==> src/rtl/fifo_wptr_full.sv <==
// Write-side pointer, Gray publication and full/occupancy/overflow status of the async FIFO (wclk domain).
// Optional almost-full flag is built only when FIFO_ALMOST_FULL_EN is defined.
module fifo_wptr_full #(
    parameter int unsigned addr_width = 4,
    parameter int unsigned AF_MARGIN  = 2
) (
    input  logic                  wclk,
    input  logic                  wrst,
    input  logic                  winc,
    input  logic [addr_width-1:0] raddr_g,
    output logic                  wfull,
    output logic [addr_width-2:0] waddress,
    output logic [addr_width-1:0] waddr_g,
    output logic [addr_width-1:0] wcount,
    output logic                  woverflow,
    output logic                  wafull
);

    localparam int unsigned MSB   = addr_width - 1;
    localparam int unsigned DEPTH = 2 ** (addr_width - 1);

    logic [MSB:0] waddr;
    logic [MSB:0] rbin;
    logic [MSB:0] rbin_c;
    logic         accept;

    // Gray to binary: each bit is the XOR of itself and all higher Gray bits
    always_comb begin
        rbin_c = '0;
        for (int i = 0; i < int'(addr_width); i++) begin
            rbin_c[i] = ^(raddr_g >> i);
        end
    end

    // Full when pointers differ only in the wrap bit
    assign wfull    = (waddr[MSB] != rbin[MSB]) && (waddr[MSB-1:0] == rbin[MSB-1:0]);
    assign accept   = winc && !wfull;
    assign wcount   = waddr - rbin;
    assign waddress = waddr[MSB-1:0];

    always_ff @(posedge wclk) begin
        if (!wrst) begin
            waddr     <= '0;
            rbin      <= '0;
            waddr_g   <= '0;
            woverflow <= 1'b0;
        end else begin
            rbin    <= rbin_c;
            waddr_g <= waddr ^ (waddr >> 1);
            if (accept) begin
                waddr <= waddr + addr_width'(1);
            end
            if (winc && wfull) begin
                woverflow <= 1'b1;
            end
        end
    end

`ifdef FIFO_ALMOST_FULL_EN
    assign wafull = (wcount >= addr_width'(DEPTH - AF_MARGIN));
`else
    assign wafull = 1'b0;
    // Margin only matters when the almost-full compare is built
    if (AF_MARGIN >= DEPTH) begin : g_af_margin_unused
    end
`endif

endmodule

==> config.mk <==
export PLATFORM = sky130hd
export DESIGN_NAME = fifo_wptr_full
export DESIGN_NICKNAME = d
export VERILOG_FILES = /design/src/rtl/fifo_wptr_full.sv
export SDC_FILE = /design/constraint.sdc
export NUM_CORES = 1
export LEC_CHECK = 0
export ABC_AREA = 0
export CORE_ASPECT_RATIO = 1.25
export CORE_MARGIN = 2
export CORE_UTILIZATION = 30
export CTS_CLUSTER_DIAMETER = 120
export DETAILED_ROUTE_END_ITERATION = 7
export RECOVER_POWER = 25
export SLEW_MARGIN = 20
export SYNTH_ARGS = -nofsm -noshare
export SYNTH_HDL_FRONTEND = slang
export SYNTH_SLANG_ARGS = --single-unit
==> constraint.sdc <==
create_clock -name wclk -period 2 [get_ports wclk]
set_input_delay 0.4 -clock wclk [delete_from_list [all_inputs] [get_ports wclk]]
set_output_delay 0.4 -clock wclk [all_outputs]
set_load 0.05 [all_outputs]
==> flow_summary_export.csv <==
group,metric,value,unit
setup_path,cpMaxStageDelayCell,"dfxtp_4",
die,die_w,45.2,um
cells_and_area,layout.area.seq,267,um^2
yosys,ys_warn_count,0,
cells_and_area,fin_area,968,um^2
cells_and_area,drive_gt1_frac,0.369,
cts,cts_buffer_depth,2,
yosys,syn-cell-area,636,um^2
routing,firstDrtPassIters,4,
hold_path,worstHoldPathCells,2,
cells_and_area,finalCoreUtilization,0.489,
setup_path,cpPeakStageDelay,0.35,ns
flow_run,max_cap_viol_count,0,
setup_path,worstSetupStartpoint,"waddr[0]$_SDFFE_PN0P_",
timing,fin_ws,0.0578,ns
routing,finalWirelength,1.23,mm
pwr,powerDensity,919,nW/um^2
yosys,syn-mean-instance-area,9.93,um^2
setup_path,start_kind,"flip-flop",
yosys,syn-num-nets,77,
cts,ctsHtreeMaxLevel,1,
timing,hold_viol,0,
placement,pre_cts_ws,0.214,ns
grt,grt_max_degree,14,
die,die_h,55.5,um
timing,drv_slew,0,
setup_path,crit_path_frequent_cell,"inv_2",
cells_and_area,fillers,189,
pwr,vdd_ir_drop_max,455,uV
yosys,ys_ff_latch,13,
routing,wl_per_cell,11.8,um
yosys,synth_edf_count,0,
yosys,yosysSeqAreaShare,0.409,
timing,fin_crit_sh,0.971,
pwr,power.total,0.890,mW
cells_and_area,antenna_cells,0,
yosys,synth_most_common_cell,"dfxtp_1",
grt,antenna_found_initial,0,
setup_path,r2r_cells,5,
setup_path,r2r_end,"waddr[3]$_SDFFE_PN0P_",
yosys,synth_area_leaders,"dfxtp_1 41%, ha_1 9.8%, and2_1 6.9%",
cts,insertion_delay,0.27,ns
grt,grt_pass1_wl,1.97,mm
setup_path,path_max_fanout,3,
setup_path,crit_chain,"inv_2 -> ha_4 -> inv_2 -> fa_2 -> xor2_2 -> buf_12",
die,placementRows,18,
timing,rsz0062_at_grt,"yes",
grt,grt.overflow.total,0,
yosys,synth_top_area_cell,"dfxtp_1",
cts,clkTransAtPathRegs,0.08,ns
grt,track_usage,0.108,
die,ios,21,
setup_path,crit_arrival,1.54,ns
setup_path,crit_type,"flip-flop to output pin",
timing,max_freq,515,MHz
hold_path,holdCritPathClass,"flip-flop to flip-flop",
routing,drtAntennaViolNets,0,
timing,slew_headroom,0.664,
timing,setup_viol,0,
timing,skew,0.00511,ns
yosys,synthCells,64,
hold_path,holdCritStartpoint,"woverflow$_SDFFE_PN0P_",
routing,drtIter0Drc,7,
pwr,p_leak,0.406,nW
cts,numCtsBuffers,3,
timing,tightestPinTransition,0.503,ns
timing,period_needed,1.94,ns
cells_and_area,areaGrowthSynthToFinish,52.4,%
setup_path,endpoint_kind,"output pin",
grt,grt_pass1_vias,450,
routing,viasPerCell,4.29,
yosys,synth_cell_types,23,
placement,portBuffers,19,
cts,clockRootBuffer,"clkbuf_4",
setup_path,rr_startpoint,"waddr[2]$_SDFFE_PN0P_",
cells_and_area,finalNetCount,98,
yosys,synthTopCellsByCount,"13 x dfxtp_1, 7 x and2_1, 6 x inv_1",
die,start_util,0.321,
placement,place_congestion,0.696,
routing,drcViolationCount,0,
yosys,async_flop_share,0,
routing,via_count,446,
yosys,synth_top_area_frac,0.409,
die,core_area,1980,um^2
setup_path,worstPathRequired,1.60,ns
setup_path,r2r_slack,0.37,ns
cts,holdBufCountCts,0,
run_status,status,"complete, no violations",
cells_and_area,multi_input_comb_area,380,um^2
cts,clock_sinks,13,
cts,tritoncts,"yes",
hold_path,worstHoldEndpoint,"woverflow$_SDFFE_PN0P_",
placement,dp_hpwl,898,um
yosys,synth_ff_type,"dfxtp_1",
placement,place_area,882,um^2
die,die-area,2510,um^2
layout by cell type (no fill, tap or decap), types with 5 or more instances in the layout:
master           count
and2_1               7
dfxtp_1             10
buf_12               5
clkdlybuf4s50_1     10
buf_4                5
flip-flops by register name, indices dropped and copies added (netlist names):
| register | flops |
|---|---|
| woverflow | 1 |
| rbin | 4 |
| waddr | 4 |
| waddr_g | 4 |
metrics by stage:
stage	hold WS, ns	setup TNS (ns)	cells
6_report	0.509	0	104
5_1_grt	0.567	-0.000182	104
4_1_cts	0.515	-0.0111	103
3_5_place_dp	0.488	0	99
3_3_place_gp	0.481	0	99
2_1_floorplan	0.512	0	64
kinds of logic after synthesis:
kind of cell	after synthesis	share of synthesized area
other	1	0.00590
adders and majority gates	6	0.130
xor gates and xnor gates	9	0.136
buffers and inverters	11	0.0886
DFF	13	0.409
AOI/OAI and AO/OA	8	0.0866
and+or+nand+nor	16	0.144
where the power goes:
group / internal (mW) / switching [mW] / total (mW)
Sequential: 0.279 / 0.0128 / 0.292
Clock: 0.0771 / 0.0830 / 0.160
Combinational: 0.200 / 0.238 / 0.438
Total: 0.556 / 0.334 / 0.890
routing by layer:
metal	GRT usage	part of all wire	vias up
met3	0.0229	0.037	2
met1	0.123	0.43	193
met2	0.176	0.52	14
met5	0	0	-
met4	0.0630	0.0065	0
li1	-	-	237
worst max path at each step:
stage / end / cells past startpoint / slack (ns)
2_1_floorplan: wfull / 3 / 0.07
3_3_place_gp: wcount[1] / 5 / 0.25
3_5_place_dp: wcount[2] / 6 / 0.21
4_1_cts: wcount[2] / 6 / -0.01
5_1_grt: wcount[2] / 6 / -0.0002
6_report: wcount[2] / 6 / 0.06
cell type report:
type	count	share of cell area
Sequential cell	13	0.275
Multi-Input combinational cell	40	0.393
Clock buffer	4	0.0271
Tap cell	20	0.0258
Timing Repair Buffer	21	0.256
Inverter	6	0.0233
critical path, delay by kind of cell (launching register included):
| kind | cells | cell delay (ns) |
|---|---|---|
| adders and majority gates | 2 | 0.47 |
| DFF | 1 | 0.35 |
| buffers and inverters | 3 | 0.26 |
| xor gates and xnor gates | 1 | 0.19 |
what timing repair did:
item / in CTS / in global routing
pin swaps: 2 / 3
buffers inserted: 0 / 1
gates resized for setup: 7 / 7
gates cloned: 0 / 0
endpoints found under the setup margin: 4 / 3
Note: power is estimated with default switching activity, not from simulation.
